[src/rtl/core_defines.vh]
// Shared front-end definitions: fetch width, branch-type encodings and RAS sizing.
`ifndef CORE_DEFINES_VH
`define CORE_DEFINES_VH

`define FETCH_RATE_HW      4
`define BRANCH_TYPE__LEN   3

`define BR_TYPE_NONE   3'd0
`define BR_TYPE_COND   3'd1
`define BR_TYPE_JMP    3'd2
`define BR_TYPE_IJMP   3'd3
`define BR_TYPE_CALL   3'd4
`define BR_TYPE_ICALL  3'd5
`define BR_TYPE_RET    3'd6
`define BR_TYPE_COROU  3'd7

`define RAS_DEPTH_DEFAULT  8
// Checkpoint is {count, tos}: count needs one extra bit to represent a full stack.
`define RAS_CKPT_W(depth)  (2*$clog2(depth)+1)

`endif

[src/rtl/ras_ctrl_pkg.sv]
// Types and constants shared by the return-address-stack controller and its slot selector.
`include "core_defines.vh"

package ras_ctrl_pkg;

  localparam int FETCH_RATE = `FETCH_RATE_HW;
  localparam int BT_W       = `BRANCH_TYPE__LEN;
  localparam int SLOT_W     = (FETCH_RATE > 1) ? $clog2(FETCH_RATE) : 1;

  typedef enum logic [BT_W-1:0] {
    BR_NONE  = `BR_TYPE_NONE,
    BR_COND  = `BR_TYPE_COND,
    BR_JMP   = `BR_TYPE_JMP,
    BR_IJMP  = `BR_TYPE_IJMP,
    BR_CALL  = `BR_TYPE_CALL,
    BR_ICALL = `BR_TYPE_ICALL,
    BR_RET   = `BR_TYPE_RET,
    BR_COROU = `BR_TYPE_COROU
  } br_type_e;

  typedef enum logic [1:0] {
    RAS_OP_NONE,
    RAS_OP_PUSH,
    RAS_OP_POP,
    RAS_OP_COROU
  } ras_op_e;

  // Only unconditional control transfers end the scan; conditional branches fall through.
  function automatic logic is_ctrl_type(logic [BT_W-1:0] bt);
    return (bt != BR_NONE) && (bt != BR_COND);
  endfunction

endpackage

[src/rtl/ras_slot_select.sv]
// Priority encoder picking the first control-transfer slot of a fetch bundle.
// RAS_COROU_EN: when defined, COROU becomes a swap op; otherwise it behaves as ICALL.
`include "core_defines.vh"

module ras_slot_select
  import ras_ctrl_pkg::*;
#(
  parameter int ADDR_W = 64
) (
  input  logic [BT_W*FETCH_RATE-1:0]   BranchType_Bus,
  input  logic [ADDR_W*FETCH_RATE-1:0] SlotPC_Bus,
  input  logic [FETCH_RATE-1:0]        SlotIs16_Bus,
  output logic                         active,
  output logic [SLOT_W-1:0]            slot,
  output ras_op_e                      op,
  output logic [ADDR_W-1:0]            link
);

  logic [BT_W-1:0]   bt_sel;
  logic [ADDR_W-1:0] pc_sel;
  logic              is16_sel;

  // Scan from the top down so the lowest matching slot is the last to write.
  always_comb begin
    active   = 1'b0;
    slot     = '0;
    bt_sel   = BR_NONE;
    pc_sel   = '0;
    is16_sel = 1'b0;
    for (int i = FETCH_RATE-1; i >= 0; i--) begin
      if (is_ctrl_type(BranchType_Bus[i*BT_W +: BT_W])) begin
        active   = 1'b1;
        slot     = SLOT_W'(i);
        bt_sel   = BranchType_Bus[i*BT_W +: BT_W];
        pc_sel   = SlotPC_Bus[i*ADDR_W +: ADDR_W];
        is16_sel = SlotIs16_Bus[i];
      end
    end
  end

  assign link = pc_sel + (is16_sel ? ADDR_W'(2) : ADDR_W'(4));

  always_comb begin
    op = RAS_OP_NONE;
    if (active) begin
      case (bt_sel)
        BR_CALL, BR_ICALL: op = RAS_OP_PUSH;
        BR_RET:            op = RAS_OP_POP;
`ifdef RAS_COROU_EN
        BR_COROU:          op = RAS_OP_COROU;
`else
        BR_COROU:          op = RAS_OP_PUSH;
`endif
        default:           op = RAS_OP_NONE;
      endcase
    end
  end

endmodule

[src/rtl/ras_ctrl.sv]
// Return address stack controller: circular stack with {count, tos} checkpointing.
// RAS_COROU_EN (see ras_slot_select) enables coroutine swap handling.
`include "core_defines.vh"

module ras_ctrl
  import ras_ctrl_pkg::*;
#(
  parameter int RAS_DEPTH = `RAS_DEPTH_DEFAULT,
  parameter int ADDR_W    = 64
) (
  input  logic                            clk,
  input  logic                            rst_n,
  input  logic                            Stall,
  input  logic                            Bubble,
  input  logic [BT_W*FETCH_RATE-1:0]      BranchType_Bus,
  input  logic [ADDR_W*FETCH_RATE-1:0]    SlotPC_Bus,
  input  logic [FETCH_RATE-1:0]           SlotIs16_Bus,
  input  logic                            Restore,
  input  logic [`RAS_CKPT_W(RAS_DEPTH)-1:0] RestoreCkpt,
  output logic [`RAS_CKPT_W(RAS_DEPTH)-1:0] Ckpt,
  output logic                            RetValid,
  output logic [ADDR_W-1:0]               RetTarget,
  output logic [SLOT_W-1:0]               RetSlot
);

  localparam int PTR_W  = $clog2(RAS_DEPTH);
  localparam int CNT_W  = PTR_W + 1;
  localparam int CKPT_W = `RAS_CKPT_W(RAS_DEPTH);
  localparam logic [CNT_W-1:0] FULL = CNT_W'(RAS_DEPTH);

  logic [ADDR_W-1:0] entries [RAS_DEPTH];

  logic [PTR_W-1:0]  tos_q, tos_d;
  logic [CNT_W-1:0]  count_q, count_d;
  logic              ret_valid_d;
  logic [ADDR_W-1:0] ret_target_d;
  logic [SLOT_W-1:0] ret_slot_d;

  logic              wr_en;
  logic [PTR_W-1:0]  wr_idx;

  logic              sel_active;
  logic [SLOT_W-1:0] sel_slot;
  ras_op_e           sel_op;
  logic [ADDR_W-1:0] sel_link;

  ras_slot_select #(.ADDR_W(ADDR_W)) u_slot_select (
    .BranchType_Bus (BranchType_Bus),
    .SlotPC_Bus     (SlotPC_Bus),
    .SlotIs16_Bus   (SlotIs16_Bus),
    .active         (sel_active),
    .slot           (sel_slot),
    .op             (sel_op),
    .link           (sel_link)
  );

  // Restore outranks everything; a stalled cycle otherwise keeps every register as is.
  always_comb begin
    tos_d        = tos_q;
    count_d      = count_q;
    ret_valid_d  = RetValid;
    ret_target_d = RetTarget;
    ret_slot_d   = RetSlot;
    wr_en        = 1'b0;
    wr_idx       = tos_q;
    if (Restore) begin
      tos_d        = RestoreCkpt[PTR_W-1:0];
      count_d      = RestoreCkpt[CKPT_W-1:PTR_W];
      ret_valid_d  = 1'b0;
      ret_target_d = '0;
      ret_slot_d   = '0;
    end else if (!Stall) begin
      ret_valid_d  = 1'b0;
      ret_target_d = '0;
      ret_slot_d   = '0;
      if (!Bubble && sel_active) begin
        ret_slot_d = sel_slot;
        case (sel_op)
          RAS_OP_PUSH: begin
            tos_d   = tos_q + 1'b1;
            wr_en   = 1'b1;
            wr_idx  = tos_q + 1'b1;
            count_d = (count_q == FULL) ? count_q : count_q + 1'b1;
          end
          RAS_OP_POP: begin
            if (count_q != '0) begin
              ret_valid_d  = 1'b1;
              ret_target_d = entries[tos_q];
              tos_d        = tos_q - 1'b1;
              count_d      = count_q - 1'b1;
            end
          end
          RAS_OP_COROU: begin
            wr_en = 1'b1;
            if (count_q != '0) begin
              ret_valid_d  = 1'b1;
              ret_target_d = entries[tos_q];
            end else begin
              count_d = CNT_W'(1);
            end
          end
          default: ;
        endcase
      end
    end
  end

  // Entry storage is deliberately left unreset; count guards every read.
  always_ff @(posedge clk) begin
    if (wr_en) entries[wr_idx] <= sel_link;
  end

  always_ff @(posedge clk or negedge rst_n) begin
    if (!rst_n) begin
      tos_q     <= '0;
      count_q   <= '0;
      RetValid  <= 1'b0;
      RetTarget <= '0;
      RetSlot   <= '0;
    end else begin
      tos_q     <= tos_d;
      count_q   <= count_d;
      RetValid  <= ret_valid_d;
      RetTarget <= ret_target_d;
      RetSlot   <= ret_slot_d;
    end
  end

  assign Ckpt = {count_q, tos_q};

endmodule

[config.mk]
export PLATFORM = sky130hd
export DESIGN_NAME = ras_ctrl
export DESIGN_NICKNAME = d
export VERILOG_FILES = /design/src/rtl/ras_ctrl_pkg.sv /design/src/rtl/ras_slot_select.sv /design/src/rtl/ras_ctrl.sv
export VERILOG_INCLUDE_DIRS = /design/src /design/src/rtl
export SDC_FILE = /design/constraint.sdc
export NUM_CORES = 1
export LEC_CHECK = 0
export CAP_MARGIN = 10
export CORE_MARGIN = 8
export CORE_UTILIZATION = 35
export CTS_CLUSTER_DIAMETER = 80
export DETAILED_ROUTE_END_ITERATION = 10
export GPL_TIMING_DRIVEN = 0
export PLACE_DENSITY_LB_ADDON = 0.1
export SKIP_CTS_REPAIR_TIMING = 1
export SLEW_MARGIN = 30
export SYNTH_ARGS = -nofsm -noshare
export SYNTH_HDL_FRONTEND = slang
export SYNTH_SLANG_ARGS = --single-unit
[constraint.sdc]
create_clock -name clk -period 5.2 [get_ports clk]
set_input_delay 1.04 -clock clk [delete_from_list [all_inputs] [get_ports clk]]
set_output_delay 1.04 -clock clk [all_outputs]
set_load 0.05 [all_outputs]
After elaboration in Yosys (flattened, before gate mapping)
Memory sizes are Yosys's and may differ from the RTL's.
Index checks and enable logic that the tools add are counted.
{ "word_totals": {"reg_bits": 74, "ramBits": 512, "out_inout_bits": 74, "elab_cells": 104, "mem_count": 1} }
{ "mem_list": {"columns": ["memory", "words", "word_bits", "read_ports", "rd_clocked_by_memory_dff", "write_ports", "line_no", "source"], "rows": [
  ["entries", 8, 64, 1, 0, 1, "ras_ctrl.sv:31", "logic [ADDR_W-1:0] entries [RAS_DEPTH];"]
]} }
{ "classes": {"n_addsub": 5, "eq_ne": 16, "n_mux": 58, "reduce_logical": 19} }
{ "op_table": {"columns": ["operator", "count"], "rows": [
  ["$mux W64", 9],
  ["$add A64 B64 Y64", 1],
  ["$mux W3", 13],
  ["$mux W4", 6],
  ["$mux W1", 19],
  ["$mux W2", 8],
  ["$reduce_bool A3 Y1", 5],
  ["$eq A3 B3 Y1 const B", 4],
  ["$ne A3 B1 Y1 const B", 4],
  ["$pmux W4 S3", 1],
  ["$ne A3 B3 Y1 const B", 3],
  ["$reduce_bool A4 Y1", 2],
  ["$pmux W3 S2", 1],
  ["$reduce_and A6 Y1", 1],
  ["$logic_and A1 B1 Y1", 5],
  ["$add A4 B1 Y4 const B", 1],
  ["$eq A2 B2 Y1 const B", 2],
  ["$eq A4 B4 Y1 const B", 1],
  ["$pmux W2 S2", 1],
  ["$reduce_and A4 Y1", 1],
  ["$reduce_or A2 Y1", 2],
  ["$sub A4 B1 Y4 const B", 1],
  ["$add A3 B1 Y3 const B", 1],
  ["$reduce_or A3 Y1", 1],
  ["5 further kinds", 5]
]} }

Longest topological paths before layout
{ "logic_depth": {"word_depth": 18, "depth_mapped": 20, "ltp_nobuf": 15} }

Hierarchy
Synthesis repeated with hierarchy kept, for this count alone.
{ "hier_totals": {"cells_unflattened": 1629, "hier_area_um2": 25852.3} }
{ "modules_own_cells": {"columns": ["module", "n_inst", "cells_per_inst", "area_each_um2", "seq_area_each_um2"], "rows": [
  ["ras_ctrl", 1, 1058, 22212.6, 17226.5],
  ["ras_slot_select", 1, 571, 3639.7, 0.0]
]} }

Worst setup path after synthesis
No wires, ideal clock.
{ "synth_timing": {"kind": "input-to-reg", "start": "input BranchType_Bus[8]", "end": "memory entries[1][0], enable pin", "setup_ns": 0.487, "t_arrival_ns": 5.832, "required_time_ns": 4.713, "slack_ns": -1.118, "stages": 14, "n_path_buf": 5, "path_cell_list": "buf_2 > or2_4 > buf_6 > buf_2 > buf_2 > buf_1 > o32ai_1 > a21oi_1 > o22ai_1 > o21ai_0 > ha_1 > xor2_1 > nand2_1 > nor2_1"} }
{ "synth_via": {"elab_chain_cells": 17, "elab_cells_between_ends": 30, "classes_between": "7 x eq/ne; 18 x mux; 5 x reduce/logical"} }
{ "synth_rtl": {"columns": ["item", "line_no", "source"], "rows": [
  ["from (decl)", "ras_ctrl.sv:15", "input logic [BT_W*FETCH_RATE-1:0] BranchType_Bus,"],
  ["$ne A3 B1 Y1 / $reduce_bool A3 Y1 (equally long branches)", "ras_ctrl_pkg.sv:30", "return (bt != BR_NONE) && (bt != BR_COND);"],
  ["$logic_and A1 B1 Y1", "ras_ctrl_pkg.sv:30", null],
  ["$mux W3 (3 in a row)", "ras_slot_select.sv:31", "if (is_ctrl_type(BranchType_Bus[i*BT_W +: BT_W])) begin"],
  ["$eq A3 B3 Y1", "ras_slot_select.sv:46", "case (bt_sel)"],
  ["$reduce_or A3 Y1 (no line)", null, null],
  ["$pmux W2 S2", "ras_slot_select.sv:46", null],
  ["$mux W2", "ras_slot_select.sv:45", "if (active) begin"],
  ["$eq A2 B2 Y1 / $eq A2 B1 Y1 (equally long branches)", "ras_ctrl.sv:78", "case (sel_op)"],
  ["$reduce_or A2 Y1 (no line)", null, null],
  ["$mux W1", "ras_ctrl.sv:78", null],
  ["$mux W1", "ras_ctrl.sv:76", "if (!Bubble && sel_active) begin"],
  ["$mux W1", "ras_ctrl.sv:72", "end else if (!Stall) begin"],
  ["$mux W1", "ras_ctrl.sv:66", "if (Restore) begin"],
  ["$mux W1", "ras_ctrl.sv:110", "if (wr_en) entries[wr_idx] <= sel_link;"],
  ["$mux W1 (not written as such)", "ras_ctrl.sv:110", null],
  ["to (decl)", "ras_ctrl.sv:31", null]
]} }
Several ways; a longest one is shown, not always the timed one.

Final worst setup path
{ "layout_timing": {"start": "input BranchType_Bus[11]", "end": "memory entries[0][30] (data pin)"} }
{ "layout_via": {"elab_chain_cells": 8, "elab_cells_between_ends": 13, "classes_between": "1 x add/sub; 1 x eq/ne; 9 x mux; 2 x reduce/logical"} }
{ "layout_rtl": {"columns": ["item", "line_no", "source"], "rows": [
  ["$ne A3 B1 Y1 / $reduce_bool A3 Y1 (equally long branches)", "ras_ctrl_pkg.sv:30", null],
  ["$logic_and A1 B1 Y1 *", "ras_ctrl_pkg.sv:30", null],
  ["$mux W1 (4 in a row)", "ras_slot_select.sv:31", null],
  ["$mux W3", "ras_slot_select.sv:41", "assign link = pc_sel + (is16_sel ? ADDR_W'(2) : ADDR_W'(4));"],
  ["$add A64 B64 Y64 *", "ras_slot_select.sv:41", null],
  ["net sel_link[30]", "ras_ctrl.sv:45", "logic [ADDR_W-1:0] sel_link;"]
]} }
Mark *: on every way through the listed nets, which the timed path passes. The rest lies on a longest branch.

==> results.py <==
metrics = {
    "die": {
        "start_util": 0.3526,
        "rows": 99,
        "core_um2": 72710,
        "num_io_pins": 358,
        "die_h_um": 286.6,
        "die-area_um2": 82170,
        "die_x_um": 286.6,
    },
    "sta": {
        "slew_viol_final": 0,
        "timing.final.crit_share": 0.9864,
        "finalHoldViolations": 0,
        "slew_headroom": 0.2496,
        "fin_tns_setup_ps": 0,
        "whs_ps": 338.6,
        "rsz0062_at_grt": "true",
        "min_period_ps": 5129,
        "max_clock_freq_ghz": 0.1950,
        "worst_slew_pin_slew_ps": 1126,
        "clock_skew_ps": 10.54,
        "final-setup-viol-count": 0,
    },
    "clock_network": {
        "cts_tree": "built",
        "numCtsBuffers": 58,
        "clk_pin_slew_ps": 60,
        "clk-insertion-delay-late_ps": 600,
        "cts_root_buf": "clkbuf_16",
        "clkSinkCount": 586,
        "cts_max_level": 2,
        "clk_path_buf_depth": 3,
    },
    "yosys": {
        "syn-mean-instance-area_um2": 16.25,
        "ys_warn_count": 0,
        "ys_ff_latch": 586,
        "ys.flop_type": "edfxtp_1",
        "synth_cell_types": 66,
        "synth_area_um2": 25640,
        "synthCells": 1578,
        "syn-num-nets": 1872,
        "async_reset_ff_frac": 0.1263,
        "synth_edf_count": 512,
        "synth_seq_area_share": 0.6719,
    },
    "critical_path": {
        "reg2reg_setup_slack_ps": 480,
        "reg2reg_depth": 9,
        "r2r-end": "entries[5][43]",
        "crit_fanout": 10,
        "crit_type": "in -> reg",
        "r2r-start": "tos_q[0]",
        "cp-end-kind": "register",
        "start_kind": "input pin",
        "arrival_ps": 5480,
        "cp_data_required_time_ps": 5550,
    },
    "detailed_routing": {
        "drt_iter0_drc": 1352,
        "wirelength_um": 89570,
        "drt-wirelength-per-cell_um": 29.21,
        "antenna_left": 0,
        "drc": 0,
        "via_per_inst": 5.430,
        "first_pass_iters": 5,
        "vias": 16650,
    },
    "finish": {
        "final_util": 0.4679,
        "final_common_cell": "edfxtp_1",
        "layout.nets": 2351,
        "drive_gt1_frac": 0.2152,
        "mostFrequentLayoutCells": "edfxtp_1 (512), clkdlybuf4s50_1 (349), mux4_2 (128)",
        "syn2layout_area_growth_pct": 32.70,
    },
    "power": {
        "power_mw": 10.86,
        "cellLeakagePower_nw": 11.55,
        "vdd_drop_max_mv": 0.2381,
        "power_density_nw_per_um2": 319.1,
    },
    "global_routing": {
        "grtUsageTotal": 0.2124,
        "grt_first_pass_wirelength_um": 126700,
        "grt_max_degree": 39,
        "antenna_found_initial": 6,
        "first_global_vias": 17570,
        "grt_overflow_total": 0,
    },
    "place": {
        "gp_congestion": 0.8787,
        "numPortBuffers": 355,
        "dpl.hpwl_um": 66310,
    },
    "flow_run": {
        "maxCapViolCount": 0,
    },
    "run_status": {
        "status": "completed",
    },
    "hold_path": {
        "hold_class": "in -> async",
    },
}
-- worst max-delay path by stage --
stage,startpoint,endpoint,slack [ps],depth (start not counted)
floorplan,BranchType_Bus[8],entries[1][0],-70,14
global placement,BranchType_Bus[4],entries[0][42],-4270,11
detailed placement,BranchType_Bus[4],entries[4][30],-2170,17
CTS,BranchType_Bus[4],entries[0][30],-1530,17
global route,BranchType_Bus[11],entries[7][28],-70,20
finish,BranchType_Bus[11],entries[0][30],70,20
-- cells by family (layout without fill, tap and decap cells) --
family          after synthesis  after routing  synth area share
flops                       586            586            0.6719
compound gates              258            258           0.07077
mux                         196            196            0.1390
simple gates                297            297           0.06149
fa+ha+maj                    10             10          0.005466
other cells                   0              2                 0
xor+xnor                     72             72           0.02460
buf+inv                     159            686           0.02670
-- state kept, by name, summed over array words and instances, names as in the netlist --
signal     count
tos_q          3
RetTarget     64
RetSlot        2
entries      512
count_q        4
RetValid       1
-- worst max-delay path: stages --
cell             delay (ps)
clkdlybuf4s50_1         480
nor2_4                  320
buf_12                  160
nor2_4                   40
buf_12                  140
clkbuf_4                240
a221o_1                 330
o21ai_0                  80
o21ai_0                 140
ha_1                    300
a21oi_1                 100
or4_4                   500
nor2_2                  140
nor4b_4                 230
buf_6                   180
nand3_4                 230
buf_12                  260
nor3_2                  230
xor2_2                  110
buf_4                   170
-- report_power, final --
part	internal [mW]	switching, mW	leakage, nW
clock network	2.28	1.75	0.885
logic	0.678	0.887	5.05
registers	5.23	0.0228	5.61
total	8.20	2.66	11.5
-- synthesized netlist by cell type (all sizes together) (2+ instances only) --
cell	count	share of area
or2	6	0.0016
a221oi	11	0.0038
clkbuf	66	0.0097
or4	3	0.00088
nor2	70	0.011
a221o	11	0.0043
nand3	28	0.0061
mux2i	67	0.026
nor4b	4	0.0028
nand4	16	0.0058
xor2	31	0.011
a32o	2	0.00078
edfxtp	512	0.60
nor2b	5	0.0012
o21ai	116	0.023
o221a	26	0.011
or3	3	0.00073
nand2	110	0.016
nor4	9	0.0033
mux4	128	0.11
a21oi	22	0.0043
buf	37	0.0088
fa	2	0.0016
o22ai	6	0.0015
o221ai	12	0.0043
nor3	37	0.0098
ha	8	0.0039
o311ai	31	0.011
xnor2	41	0.014
inv	56	0.0082
a211oi	8	0.0027
dfrtp	74	0.072
o21a	5	0.0015
a311oi	3	0.0010
-- stage by stage --
| step | std cells | setup slack [ps] | cell area (um2) |
|---|---|---|---|
| 6_report | 3066 | 70.67 | 34020 |
| 5_1_grt | 3065 | -70.81 | 34020 |
| 4_1_cts | 3038 | -1533 | 33310 |
| 3_5_place_dp | 2930 | -2168 | 31500 |
| 3_3_place_gp | 2892 | -4270 | 30410 |
| 2_1_floorplan | 1578 | -72.65 | 25660 |
-- metal layers --
metal,part of all wire,vias up,wire [um],global-route usage
met5,0,-,0,0
met4,0.016,0,1418,0.03881
met3,0.083,69,7415,0.05188
met2,0.46,691,41310,0.3428
met1,0.44,8661,39430,0.2934
li1,-,7226,-,-
-- area by class of cell --
class                           instances  area [um2]
Fill cell                            6333       38690
Sequential cell                       586       17230
Multi-Input combinational cell        833        8217
Timing Repair Buffer                  420        4816
Clock buffer                           79        1592
Tap cell                              959        1200
Buffer                                102       534.3
Clock inverter                         29       221.5
Inverter                               56       210.2
Antenna cell                            2       5.005
No activity file was read; power rests on OpenSTA's default activity.
